**src/rtl/iter_mul.sv**
```systemverilog
// Iterative radix-2 shift-add multiplier for the M-extension multiply ops (mul/mulh/mulhsu/mulhu).
// Works on operand magnitudes, then applies the result sign on the final accumulation edge.
module iter_mul #(
    parameter int unsigned N = 32
) (
    input  logic         clk,
    input  logic         rst,
    input  logic         in_valid,
    output logic         in_ready,
    input  logic [N-1:0] A,
    input  logic [N-1:0] B,
    input  logic [1:0]   MulSel,
    output logic         out_valid,
    input  logic         out_ready,
    output logic [N-1:0] MulRes,
    output logic         busy
);

    localparam int unsigned CntW = $clog2(N);
    localparam logic [CntW-1:0] CntLast = CntW'(N - 1);

    typedef enum logic [1:0] {
        StIdle,
        StCalc,
        StDone
    } state_e;

    state_e          state_q, state_d;
    logic [CntW-1:0] cnt_q, cnt_d;
    logic [2*N-1:0]  acc_q, acc_d;
    logic [2*N-1:0]  mcand_q, mcand_d;
    logic [N-1:0]    mplier_q, mplier_d;
    logic [N-1:0]    res_q, res_d;
    logic            neg_q, neg_d;
    logic            high_q, high_d;

    logic            a_neg, b_neg;
    logic [N-1:0]    a_mag, b_mag;
    logic [2*N-1:0]  sum, prod;

    // Magnitude of the most negative value wraps to itself, which is correct as unsigned.
    always_comb begin
        a_neg = (MulSel != 2'b11) && A[N-1];
        b_neg = !MulSel[1] && B[N-1];
        a_mag = a_neg ? (N'(0) - A) : A;
        b_mag = b_neg ? (N'(0) - B) : B;
        sum   = acc_q + (mplier_q[0] ? mcand_q : '0);
        prod  = neg_q ? ((2*N)'(0) - sum) : sum;
    end

    always_comb begin
        state_d   = state_q;
        cnt_d     = cnt_q;
        acc_d     = acc_q;
        mcand_d   = mcand_q;
        mplier_d  = mplier_q;
        res_d     = res_q;
        neg_d     = neg_q;
        high_d    = high_q;
        in_ready  = (state_q == StIdle);
        out_valid = (state_q == StDone);
        busy      = (state_q != StIdle);

        unique case (state_q)
            StIdle: begin
                if (in_valid) begin
                    state_d  = StCalc;
                    cnt_d    = '0;
                    acc_d    = '0;
                    mcand_d  = {{N{1'b0}}, a_mag};
                    mplier_d = b_mag;
                    neg_d    = a_neg ^ b_neg;
                    high_d   = (MulSel != 2'b00);
                end
            end
            StCalc: begin
                acc_d    = sum;
                mcand_d  = mcand_q << 1;
                mplier_d = mplier_q >> 1;
                cnt_d    = cnt_q + 1'b1;
                if (cnt_q == CntLast) begin
                    state_d = StDone;
                    cnt_d   = '0;
                    res_d   = high_q ? prod[2*N-1:N] : prod[N-1:0];
                end
            end
            StDone: begin
                if (out_ready) begin
                    state_d = StIdle;
                end
            end
            default: state_d = StIdle;
        endcase
    end

    always_ff @(posedge clk) begin
        if (rst) begin
            state_q  <= StIdle;
            cnt_q    <= '0;
            acc_q    <= '0;
            mcand_q  <= '0;
            mplier_q <= '0;
            res_q    <= '0;
            neg_q    <= 1'b0;
            high_q   <= 1'b0;
        end else begin
            state_q  <= state_d;
            cnt_q    <= cnt_d;
            acc_q    <= acc_d;
            mcand_q  <= mcand_d;
            mplier_q <= mplier_d;
            res_q    <= res_d;
            neg_q    <= neg_d;
            high_q   <= high_d;
        end
    end

    assign MulRes = res_q;

endmodule

```
**config.mk**
```make
export PLATFORM = sky130hd
export DESIGN_NAME = iter_mul
export DESIGN_NICKNAME = d
export VERILOG_FILES = /design/src/rtl/iter_mul.sv
export SDC_FILE = /design/constraint.sdc
export NUM_CORES = 1
export LEC_CHECK = 0
export ABC_AREA = 1
export CAP_MARGIN = 40
export CORE_ASPECT_RATIO = 1.4
export CORE_MARGIN = 2
export CORE_UTILIZATION = 50
export CTS_CLUSTER_SIZE = 14
export DETAILED_ROUTE_END_ITERATION = 7
export PLACE_DENSITY = 0.65
export SYNTH_ARGS = -nofsm -noshare
export SYNTH_HDL_FRONTEND = slang
export SYNTH_SLANG_ARGS = --single-unit
```
**constraint.sdc**
```tcl
create_clock -name clk -period 9.5 [get_ports clk]
set_input_delay 1.9 -clock clk [delete_from_list [all_inputs] [get_ports clk]]
set_output_delay 1.9 -clock clk [all_outputs]
set_load 0.05 [all_outputs]
```
* Yosys cells after proc, flatten, opt, wreduce, memory -nomap -nowiden
Cells that the tools add are included.
** Storage, ports and cells
- Bits in registers :: 201
** Operators by class
- Reductions and logical operators :: 11
- Bitwise operators :: 1
- $add $sub $neg :: 5
- Multiplexer cells :: 18
- Eq/ne operators :: 7
** Operators with widths (count)
- 64-bit two-way mux :: 4
- 64-bit case mux with 2 select lines :: 2
- 32-bit two-way mux :: 4
- 64-bit adder :: 1
- 32-bit case mux with 2 select lines :: 1
- 1-bit by 32-bit subtractor with 32-bit output, first input constant :: 2
- 1-bit by 64-bit subtractor with 64-bit output, first input constant :: 1
- 5-bit two-way mux :: 2
- 5-bit case mux with 2 select lines :: 1
- 2-bit two-way mux :: 3
- 2-bit != test, second input constant :: 3
- 2-bit case mux with 3 select lines :: 1
- 2-bit AND reduction :: 3
- 2-bit nonzero test :: 3
- 5-bit by 1-bit adder with 5-bit output, second input constant :: 1
- 5-bit equality test, second input constant :: 1
- 3-bit AND reduction :: 1
- 2-bit by 1-bit equality test with 1-bit output, second input constant :: 1
- 2-bit equality test, second input constant :: 1
- 1-bit logical AND :: 2
- 2-bit logical NOT :: 1
- 2-bit by 1-bit != test with 1-bit output, second input constant :: 1
- 1-bit logical NOT :: 1
- 1-bit bitwise XOR :: 1

* Logic depth before layout (Yosys ltp)
- Depth in word-level cells :: 5
- Depth in mapped cells :: 29
- Depth with buffers taken out :: 27

* Worst setup path before layout
No wires, ideal clock.
- Path type :: input to register
- From :: in A[1]
- To :: reg mcand_q[28]
- Setup time :: 0.074 ns
- Stages on the path :: 15
- Arrival time :: 3.874 ns
- Required time :: 9.426 ns
- Path slack :: 5.551 ns
- Cells stage by stage :: inv_1 -> ha_1 -> nand2_1 -> nor2_1 -> nand3_1 -> nor3_1 -> nand3_1 -> nor2_1 -> nand2_1 -> o21ai_1 -> o21ai_0 -> a21oi_1 -> xnor2_1 -> nand2_1 -> a31oi_1
** On the way
- Longest elaborated chain between the ends :: 4
** Ends and longest elaborated chain
- from (decl) :: line 10 : input logic [N-1:0] A,
- 1-bit by 32-bit subtractor with 32-bit output :: line 45 : a_mag = a_neg ? (N'(0) - A) : A;
- 32-bit two-way mux :: line 45
- 64-bit two-way mux :: line 66 : if (in_valid) begin
- 64-bit case mux with 2 select lines :: line 64 : unique case (state_q)
- to (signal assigned) :: line 110 : mcand_q <= mcand_d;
- to (decl) :: line 31 : logic [2*N-1:0] mcand_q, mcand_d;
Every way passes these cells. The select of a mux whose other input is x is not followed.
A chain may end at the register's enable or synchronous reset.

* Final worst setup path
- From :: reg mplier_q[0]
- To :: reg res_q[11], in the netlist MulRes[11]
** On the way
- Longest elaborated chain between the ends :: 5
** Ends and longest elaborated chain
- from (decl) :: line 32 : logic [N-1:0] mplier_q, mplier_d;
- from (signal assigned) :: line 111 : mplier_q <= mplier_d;
- 64-bit two-way mux * :: line 47 : sum = acc_q + (mplier_q[0] ? mcand_q : '0);
- 64-bit adder * :: line 47
- 1-bit by 64-bit subtractor with 64-bit output :: line 48 : prod = neg_q ? ((2*N)'(0) - sum) : sum;
- 64-bit two-way mux * :: line 48
- 32-bit two-way mux * :: line 84 : res_d = high_q ? prod[2*N-1:N] : prod[N-1:0];
- to (signal assigned) :: line 112 : res_q <= res_d;
- to (decl) :: line 33 : logic [N-1:0] res_q, res_d;
Every way passes the cells marked *; elsewhere a longest branch is shown, timed or not.

==> flow_metrics.py <==
metrics = {
    "floorplanning": {
        "die_width_microns": 166,
        "die_h_microns": 231,
        "dieArea_sq_um": 38200,
        "num_io_pins": 105,
        "rows": 83,
        "start_util_pct": 50.3,
        "core_area_sq_um": 36500,
    },
    "synth": {
        "synthCells": 3346,
        "ys_types": 50,
        "netlist_area_sq_um": 18300,
        "yosysWarningCount": 0,
        "synthFlopType": "dfxtp_1",
        "ys_async_sr_fraction_pct": 0,
        "synth.avg_cell_area_sq_um": 5.48,
        "synth-seq-cells": 201,
        "yosysSeqAreaShare_pct": 22.0,
        "synth-edff-count": 0,
        "syn_nets": 3485,
    },
    "hold_path": {
        "min_delay_path_depth": 2,
        "holdCritPathClass": "register to register",
    },
    "status": {
        "status": "completed",
    },
    "final_layout": {
        "layout-drive-gt1-share_pct": 6.19,
        "n_antenna_cell": 0,
        "layout.cells.non_filler": 3874,
        "layout_commonest_cell": "nand2_1",
        "layout_common_cells": "nand2_1 (1280), inv_1 (490), nand3_1 (252), a21oi_1 (240), nor2_1 (234)",
        "fin_nets": 3529,
        "final_design_area_no_fill_sq_um": 20500,
        "synthToLayoutAreaGrowth_pct": 12.1,
    },
    "global_route": {
        "grt_pass1_vias": 19900,
        "grt_max_degree": 162,
        "grt_overflow": 0,
        "antenna_found_initial": 0,
        "grt_pass1_wl_mm": 107,
        "grt_usage_pct": 35.5,
    },
    "sta": {
        "timing.final.crit_share_pct": 49.7,
        "setup_viol": 0,
        "worst_pin_slew_ns": 0.880,
        "clock_skew_ns": 0.0224,
        "setup_tns_ns": 0,
        "finalHoldViolCount": 0,
        "fmax_ghz": 0.212,
        "rsz0062_at_grt": "no",
        "min_period_ns": 4.72,
        "slew_headroom_pct": 41.3,
        "drv_slew": 0,
    },
    "critical_path": {
        "worst-path-max-fanout": 37,
        "reg2regPathDepth": 23,
        "start_kind": "register",
        "worst-setup-path-type": "register to register",
        "worstPathRequired_ns": 10.00,
        "r2r_setup_slack_ns": 4.78,
        "cp-end-kind": "register",
        "worstPathArrival_ns": 5.22,
    },
    "clock_network": {
        "cts_max_level": 1,
        "post-cts-setup-buffers": 0,
        "cts-root-buf": "clkbuf_16",
        "hold_buffers": 0,
        "tritoncts": "done",
        "cts_buffers": 24,
        "clk_pin_slew_ns": 0.06,
        "clk_latency_ns": 0.57,
        "cts.sinks": 201,
        "cts_resized": 0,
        "cts_buffer_depth": 3,
    },
    "routing": {
        "first_pass_iters": 6,
        "wirelength_mm": 70.0,
        "first_iter_violations": 1575,
        "drc": 0,
        "wl_per_cell_microns": 18.1,
        "postRouteAntennaNets": 0,
        "via_count": 21200,
        "viasPerCell": 5.46,
    },
    "power_and_ir_drop": {
        "intPower_uw": 1570,
        "power_leakage_uw": 0.0106,
        "pwr-share-comb_pct": 19.0,
        "p_sw_uw": 749,
        "p_seq_share_pct": 38.5,
        "ir_worst_vdd_v": 0.000145,
        "power_frac_clock_pct": 42.5,
        "swShare_pct": 32.3,
        "powerDensity_nw_per_um2": 113,
    },
    "placed_design": {
        "place_inst": 3831,
        "hpwl_mm": 55.3,
        "gp_congestion": 1.02,
        "port-buffer-count": 104,
        "placed_area_sq_um": 19700,
    },
    "run": {
        "maxCapViolations": 0,
    },
}
[power groups by stage]
stage,clock [uW],combinational (uW),sequential (uW)
global route,1020,483,895
CTS,1000,433,891
finish,985,440,892
global placement,0,421,909
floorplan,0,299,900
detailed placement,0,431,910
[sequential cells by signal (all words and copies together), names as in the netlist]
signal	count
cnt_q	5
neg_q	1
mcand_q	64
state_q	2
MulRes	32
acc_q	64
mplier_q	32
high_q	1
[routing by layer]
metal,global-route usage [%],share of wire (%)
met5,0,0
met4,28.6,9.5
met3,4.54,5.2
met2,63.7,48
met1,37.3,37
[synth_stat cells (3+ instances only)]
master / n / area [sq um]
inv_2: 24 / 90.1
xor2_1: 10 / 87.6
o31ai_1: 6 / 45.0
inv_1: 490 / 1840
buf_1: 10 / 37.5
nand3b_1: 14 / 105
o21ai_1: 4 / 20.0
o21ai_0: 118 / 591
ha_1: 68 / 851
or2_2: 11 / 68.8
o21bai_1: 8 / 60.1
nor3_1: 31 / 155
nor4_1: 10 / 62.6
nand4_1: 24 / 150
o21ai_2: 3 / 26.3
nand2_1: 1280 / 4800
nor2_4: 13 / 146
nand3_2: 17 / 170
nor2_2: 19 / 119
and2_1: 5 / 31.3
nor2_1: 237 / 890
clkbuf_1: 84 / 315
nor3_2: 3 / 30.0
a21oi_1: 241 / 1210
a211oi_1: 3 / 22.5
nand2_4: 3 / 33.8
dfxtp_1: 201 / 4020
buf_4: 3 / 22.5
nand2_2: 46 / 288
clkinv_1: 5 / 18.8
a31oi_1: 73 / 457
a21oi_2: 4 / 35.0
xnor2_1: 8 / 70.1
nand3_1: 252 / 1260
[final timing paths]
check,startpoint,endpoint
setup / recovery,mplier_q[0],MulRes[11]
hold / removal,MulRes[0],MulRes[0]
setup reg to reg,mplier_q[0],MulRes[11]
hold reg to reg,MulRes[0],MulRes[0]
[cells by family after synthesis]
logic type | count (synthesis) | share of synthesized area [%]
compound gates | 470 | 14.0
xor+xnor | 18 | 0.860
fa+ha+maj | 69 | 4.75
buf+inv | 620 | 12.9
flops | 201 | 22.0
simple gates | 1968 | 45.6
[worst max-delay path, stage by stage (launching register included)]
cell and delay (ns):
dfxtp_2 0.75, buf_4 0.49, nand2_1 0.10, inv_1 0.09, ha_1 0.18, inv_1 0.07, fa_1 0.43, nor2_1 0.19
nand2_1 0.12, nand3_2 0.11, nand2_1 0.08, nand2_1 0.12, nand2_1 0.08, nand3_1 0.07, nand2_1 0.24, nor2_1 0.31
nand4_2 0.17, nor2_2 0.25, nand2_1 0.13, nand2_2 0.13, nand2_1 0.08, nand2_1 0.06, nand3_1 0.15, a21oi_1 0.18
[per-stage QoR]
step                      total power, uW  hold slack, ns  util, %  worst slack, ns
after global routing                 2400           0.488     56.4             4.42
after floorplan                      1200           0.441        -             5.55
after detailed placement             1340           0.454     54.1             4.53
after global placement               1330           0.452     53.9             4.67
after CTS                            2320           0.465     56.4             4.87
final                                2320           0.464     56.4             4.78
[area by class of cell]
cell class	count	area, sq um
fill	3876	15900
clock inverter	16	188
timing repair buffer	119	1210
tap	467	584
clock buffer	27	622
sequential	201	4030
multi-input combinational	2525	12000
inverter	519	1950
Power figures use the tool's default switching activity.
